--- src/rtl/contador_pc_pila_if.sv ---
// rtl/contador_pc_pila_if.sv - control and status bundle between control unit and program counter
interface contador_pc_pila_if #(
   parameter int AW    = 5,
   parameter int DEPTH = 4
);
   localparam int LW = $clog2(DEPTH + 1);

   logic          en;
   logic [2:0]    op;
   logic [AW-1:0] IN;
   logic [AW-1:0] OFS;
   logic          clr_err;

   logic [AW-1:0] OUT;
   logic [LW-1:0] level;
   logic          full;
   logic          empty;
   logic          wrap;
   logic          ovf;
   logic          unf;

   // Control unit side: issues operations, observes address and stack status.
   modport master (
      output en, op, IN, OFS, clr_err,
      input  OUT, level, full, empty, wrap, ovf, unf
   );

   // Program counter side.
   modport slave (
      input  en, op, IN, OFS, clr_err,
      output OUT, level, full, empty, wrap, ovf, unf
   );
endinterface

--- src/rtl/contador_pc_pila.sv ---
// rtl/contador_pc_pila.sv - program counter with jump, relative branch, call/return stack and error flags
module contador_pc_pila #(
   parameter int            AW       = 5,
   parameter int            DEPTH    = 4,
   parameter logic [AW-1:0] RST_ADDR = '0
) (
   input logic               CLK,
   input logic               rst_n,
   contador_pc_pila_if.slave bus
);
   localparam int LW = $clog2(DEPTH + 1);
   localparam int IW = (DEPTH > 1) ? $clog2(DEPTH) : 1;

   localparam logic [2:0] OP_INC    = 3'b000;
   localparam logic [2:0] OP_JUMP   = 3'b001;
   localparam logic [2:0] OP_BRANCH = 3'b010;
   localparam logic [2:0] OP_CALL   = 3'b011;
   localparam logic [2:0] OP_RET    = 3'b100;

   logic [AW-1:0] out_q,   out_d;
   logic [LW-1:0] level_q, level_d;
   logic [AW-1:0] stack_q [DEPTH];
   logic [AW-1:0] stack_d [DEPTH];
   logic          wrap_q,  wrap_d;
   logic          ovf_q,   ovf_d;
   logic          unf_q,   unf_d;

   logic          full_w;
   logic          empty_w;
   logic [IW-1:0] push_idx;
   logic [IW-1:0] pop_idx;
   logic [AW:0]   inc_sum;
   logic [AW:0]   br_sum;

   assign full_w   = (level_q == LW'(DEPTH));
   assign empty_w  = (level_q == '0);
   // Level is the stack pointer: next free slot on push, one above the top on pop.
   assign push_idx = IW'(level_q);
   assign pop_idx  = IW'(level_q - LW'(1));
   // Extra MSB carries out of the address width to detect wrap-around.
   assign inc_sum  = {1'b0, out_q} + (AW+1)'(1);
   assign br_sum   = {1'b0, out_q} + {1'b0, bus.OFS};

   // Next-state decode of address, stack and flags from the sampled operation.
   always_comb begin
      out_d   = out_q;
      level_d = level_q;
      stack_d = stack_q;
      wrap_d  = 1'b0;
      ovf_d   = ovf_q & ~bus.clr_err;
      unf_d   = unf_q & ~bus.clr_err;
      if (bus.en) begin
         case (bus.op)
            OP_INC: begin
               out_d  = inc_sum[AW-1:0];
               wrap_d = inc_sum[AW];
            end
            OP_JUMP: begin
               out_d = bus.IN;
            end
            OP_BRANCH: begin
               out_d  = br_sum[AW-1:0];
               // Positive offset wraps on carry; negative offset wraps when no carry (borrow).
               wrap_d = br_sum[AW] ^ bus.OFS[AW-1];
            end
            OP_CALL: begin
               if (full_w) begin
                  ovf_d = 1'b1;
               end else begin
                  stack_d[push_idx] = inc_sum[AW-1:0];
                  level_d           = level_q + LW'(1);
                  out_d             = bus.IN;
               end
            end
            OP_RET: begin
               if (empty_w) begin
                  unf_d = 1'b1;
               end else begin
                  out_d   = stack_q[pop_idx];
                  level_d = level_q - LW'(1);
               end
            end
            default: begin
            end
         endcase
      end
   end

   // State registers with asynchronous reset that empties the stack.
   always_ff @(posedge CLK or negedge rst_n) begin
      if (!rst_n) begin
         out_q   <= RST_ADDR;
         level_q <= '0;
         wrap_q  <= 1'b0;
         ovf_q   <= 1'b0;
         unf_q   <= 1'b0;
         for (int i = 0; i < DEPTH; i++) begin
            stack_q[i] <= '0;
         end
      end else begin
         out_q   <= out_d;
         level_q <= level_d;
         wrap_q  <= wrap_d;
         ovf_q   <= ovf_d;
         unf_q   <= unf_d;
         for (int i = 0; i < DEPTH; i++) begin
            stack_q[i] <= stack_d[i];
         end
      end
   end

   assign bus.OUT   = out_q;
   assign bus.level = level_q;
   assign bus.full  = full_w;
   assign bus.empty = empty_w;
   assign bus.wrap  = wrap_q;
   assign bus.ovf   = ovf_q;
   assign bus.unf   = unf_q;
endmodule
--- src/flat_wrapper.sv ---
// flat-port wrapper written by rule: the top's interface ports become plain ports
module contador_pc_pila_flat 
#(
   parameter int            AW       = 5,
   parameter int            DEPTH    = 4,
   parameter logic [AW-1:0] RST_ADDR = '0
)
  (CLK, rst_n, bus_en, bus_op, bus_IN, bus_OFS, bus_clr_err, bus_OUT, bus_level, bus_full, bus_empty, bus_wrap, bus_ovf, bus_unf);
  contador_pc_pila_if #(.AW(AW), .DEPTH(DEPTH)) bus_i ();
  input logic CLK;
  input logic rst_n;
  input wire logic [$bits(bus_i.en)-1:0] bus_en;
  input wire logic [$bits(bus_i.op)-1:0] bus_op;
  input wire logic [$bits(bus_i.IN)-1:0] bus_IN;
  input wire logic [$bits(bus_i.OFS)-1:0] bus_OFS;
  input wire logic [$bits(bus_i.clr_err)-1:0] bus_clr_err;
  output wire logic [$bits(bus_i.OUT)-1:0] bus_OUT;
  output wire logic [$bits(bus_i.level)-1:0] bus_level;
  output wire logic [$bits(bus_i.full)-1:0] bus_full;
  output wire logic [$bits(bus_i.empty)-1:0] bus_empty;
  output wire logic [$bits(bus_i.wrap)-1:0] bus_wrap;
  output wire logic [$bits(bus_i.ovf)-1:0] bus_ovf;
  output wire logic [$bits(bus_i.unf)-1:0] bus_unf;
  assign bus_i.en = bus_en;
  assign bus_i.op = bus_op;
  assign bus_i.IN = bus_IN;
  assign bus_i.OFS = bus_OFS;
  assign bus_i.clr_err = bus_clr_err;
  assign bus_OUT = bus_i.OUT;
  assign bus_level = bus_i.level;
  assign bus_full = bus_i.full;
  assign bus_empty = bus_i.empty;
  assign bus_wrap = bus_i.wrap;
  assign bus_ovf = bus_i.ovf;
  assign bus_unf = bus_i.unf;
  contador_pc_pila #(.AW(AW), .DEPTH(DEPTH), .RST_ADDR(RST_ADDR)) u_core (.CLK(CLK), .rst_n(rst_n), .bus(bus_i));
endmodule
--- config.mk ---
export PLATFORM = sky130hd
export DESIGN_NAME = contador_pc_pila_flat
export DESIGN_NICKNAME = d
export VERILOG_FILES = /design/src/rtl/contador_pc_pila_if.sv /design/src/rtl/contador_pc_pila.sv /design/src/flat_wrapper.sv
export SDC_FILE = /design/constraint.sdc
export NUM_CORES = 1
export LEC_CHECK = 0
export CORE_ASPECT_RATIO = 1.25
export CORE_UTILIZATION = 49
export CTS_BUF_LIST = sky130_fd_sc_hd__clkbuf_4 sky130_fd_sc_hd__clkbuf_8 sky130_fd_sc_hd__clkbuf_16
export DETAILED_ROUTE_END_ITERATION = 10
export PLACE_DENSITY = 0.81
export RECOVER_POWER = 25
export SLEW_MARGIN = 20
export SYNTH_ARGS = -nofsm -noshare
export SYNTH_HDL_FRONTEND = slang
export SYNTH_SLANG_ARGS = --single-unit
--- constraint.sdc ---
create_clock -name CLK -period 2 [get_ports CLK]
set_input_delay 0.2 -clock CLK [delete_from_list [all_inputs] [get_ports CLK]]
set_output_delay 0.2 -clock CLK [all_outputs]
set_load 0.02 [all_outputs]
==> out/summary.txt <==
status -> finished, final reports clean
Slew @ Worst Pin -> 0.780 ns
post-DP HPWL -> 3720 microns
Core Box Area -> 0.00407 sq mm
DRC viols -> 0
cts bufs inserted -> 5
ant diodes -> 0
Period Utilization, post-route -> 0.931
dominant synthesized flop cell -> dfrtp_1
die area -> 0.00448 sq mm
Clock Skews -> 0.00826 ns
met1 Usage GRT -> 0.284
Hold Path Class -> input port to register
Synth Area in Adders -> 0.0824
initial DRC count -> 92
global route overflow -> 0
Antenna Violating Nets Remaining -> 0
busiest grt layer -> met2
Rel. slew slack -> 0.480
synthesized flop and latch total -> 31
syn nets -> 229
initial core utilization -> 0.508
WL/cell -> 16.3 microns
CP arrival -> 2.05 ns
post-synthesis simple-gate area fraction -> 0.154
row count -> 26
xor/xnor share of the synthesized area -> 0.0255
Cell Pwr Density -> 1320 mW/mm^2
CTS Buffer Depth -> 2
global-route usage over all layers -> 0.254
mux share of post-synthesis cell area -> 0.182
Req. time, crit path -> 2.18 ns
Fin. Hold Viols -> 0
P&R area growth vs syn -> 31.1%
root buf cell -> clkbuf_8
Clock Pin Slew Worst Setup and Hold Paths -> 0.07 ns
CTS sink cnt -> 31
static leakage -> 1.19 nW
post-cts resize count -> 2
Post-Place Worst Slack -> -0.120 ns
max-cap violation count -> 0
H-tree levels -> 2
Mapped Area -> 0.00206 sq mm
Seq/Total Area, Yosys -> 0.376
crit path kind -> register to register
Max VDD drop -> 0.000618 V
CTS tree -> yes
initial antenna violation count -> 0
Via density -> 5.67
Tmin final -> 1.86 ns
Post-synth EDFFs -> 0
grt met2 use -> 0.457
number of global-route vias before repair -> 1723
Compound-Gate Fraction of Synth Area -> 0.119
Die Y -> 74.6 microns
Mean Syn Cell Area -> 10.4 sq um
pin count of the biggest net entering global routing -> 32
I/O pins -> 30
Die Width -> 60.1 microns
final setup fails -> 0
setup_tns -> 0 ns
share of cells above drive strength 1 -> 0.255
First-pass DRT Iterations -> 4
Setup WS post-layout -> 0.137 ns
met3 usage in global routing -> 0.0452
fmax -> 0.537 GHz
worst-skew pair later-pin latency -> 0.29 ns
Reg2Reg Setup Slack -> 0.14 ns
Synth Warn # -> 0
critical path peak fanout -> 4
RSZ-0062 raised after global routing -> no
Final nets -> 276
WL final -> 4930 microns
Gate Count Post-Synth -> 199
Final GP Congestion -> 0.830
Pins Over Slew Limit -> 0
Post-CTS Setup Repair Bufs -> 0
Yosys cell types -> 47
via count -> 1718
hold_buf cts -> 0
first-pass GRT wire length -> 8220 microns
share of flip-flops with an asynchronous set or reset -> 1.00
largest family of logic cells by synthesized area -> multiplexers
CP Launch Type -> register
number of port buffers -> 29
Critical Path End Type -> register
## state kept, by name, indices dropped and copies added (netlist names)
register	count
u_core.bus.level	3
u_core.bus.OUT	5
u_core.bus.wrap	1
u_core.stack_q	20
u_core.bus.ovf	1
u_core.bus.unf	1
## cell type report
class / count / area (sq um)
fillers: 292 / 1360
multi-input cells: 141 / 1210
flip-flops and latches: 31 / 778
repair buffers: 52 / 458
well taps: 56 / 70.1
clock buffers: 5 / 68.8
clock inverters: 3 / 67.6
inverters: 15 / 56.3
## synth_stat cells, types with 2 or more instances
| master | count | area [sq um] |
|---|---|---|
| a21oi_1 | 6 | 30.0 |
| a2bb2oi_1 | 2 | 17.5 |
| and2_1 | 5 | 31.3 |
| and3_1 | 2 | 12.5 |
| buf_2 | 8 | 40.0 |
| buf_6 | 2 | 22.5 |
| clkbuf_1 | 2 | 7.51 |
| dfrtp_1 | 31 | 776 |
| ha_1 | 12 | 150 |
| inv_1 | 15 | 56.3 |
| mux2_2 | 18 | 203 |
| mux2i_1 | 6 | 60.1 |
| mux4_2 | 5 | 113 |
| nand2_1 | 9 | 33.8 |
| nand2b_1 | 4 | 25.0 |
| nand3_1 | 6 | 30.0 |
| nand4_1 | 3 | 18.8 |
| nor2_1 | 13 | 48.8 |
| nor2b_1 | 3 | 18.8 |
| nor3_1 | 3 | 15.0 |
| o2111ai_1 | 2 | 17.5 |
| o21ai_0 | 9 | 45.0 |
| o21ai_1 | 3 | 15.0 |
| o221a_1 | 2 | 22.5 |
| o22ai_1 | 2 | 12.5 |
| xnor2_1 | 5 | 43.8 |
## logic make-up (layout without fill, tap and decap cells)
| logic type | count (synthesis) | in the layout |
|---|---|---|
| simple gates | 57 | 57 |
| compound gates | 36 | 36 |
| flops | 31 | 31 |
| mux | 29 | 29 |
| buf+inv | 27 | 75 |
| fa+ha+maj | 13 | 13 |
| xor+xnor | 6 | 6 |
## layer usage
metal  wire [microns]  part of all wire
met1             1910              0.39
met2             2640              0.54
met3              211             0.043
met4              171             0.035
met5                0                 0
## power breakdown
part,internal [mW],switching (mW)
sequential,0.874,0.150
combinational,0.919,0.880
clock,0.497,0.256
total,2.29,1.29
## path summary, 6_finish.rpt
check                      cells after the start               start                   to
setup / recovery                               5   u_core.bus.OUT[1]    u_core.bus.OUT[3]
hold / removal                                 2         bus_clr_err       u_core.bus.unf
setup reg to reg                               5   u_core.bus.OUT[1]    u_core.bus.OUT[3]
hold reg to reg                                1  u_core.stack_q[17]   u_core.stack_q[17]
max in group asynchronous                      2               rst_n  u_core.bus.level[0]
min in group asynchronous                      2               rst_n    u_core.bus.OUT[3]
## critical path, cell delays in order (launching register included)
cell and delay (ns):
dfrtp_1 0.42, ha_1 0.29, and3_1 0.19, or4b_1 0.51, o211a_1 0.13, o221a_1 0.22
## cell usage in the layout, fill, tap and decap left out, types with 2 or more instances in the layout
cell type	n
nor3_1	2
and3_1	2
o221a_1	2
nand2b_1	4
o21ai_0	9
nand3_1	6
nor2_1	13
dfrtp_1	29
bufinv_16	2
o22ai_1	2
o21ai_1	3
and2_1	5
o2111ai_1	2
ha_1	9
xnor2_1	5
ha_4	2
dlygate4sd2_1	2
mux4_2	5
clkdlybuf4s50_1	26
mux2_2	18
a2bb2oi_1	2
nor2b_1	3
clkbuf_8	5
mux2i_1	6
dfrtp_2	2
buf_4	22
inv_1	15
a21oi_1	6
nand4_1	3
nand2_1	9
## per-stage QoR
step                      std cells  utilization  hold WS [ns]  area, sq um  power, mW
final                           303        0.666         0.485         2710       3.58
after global routing            303        0.666         0.512         2710       3.81
after CTS                       303        0.662         0.317         2690       3.57
after detailed placement        295        0.629         0.495         2560       2.82
after global placement          295        0.629         0.485         2560       2.77
after floorplan                 199            -       -0.0956         2090       2.19
Note: power is estimated with default switching activity, not from simulation.
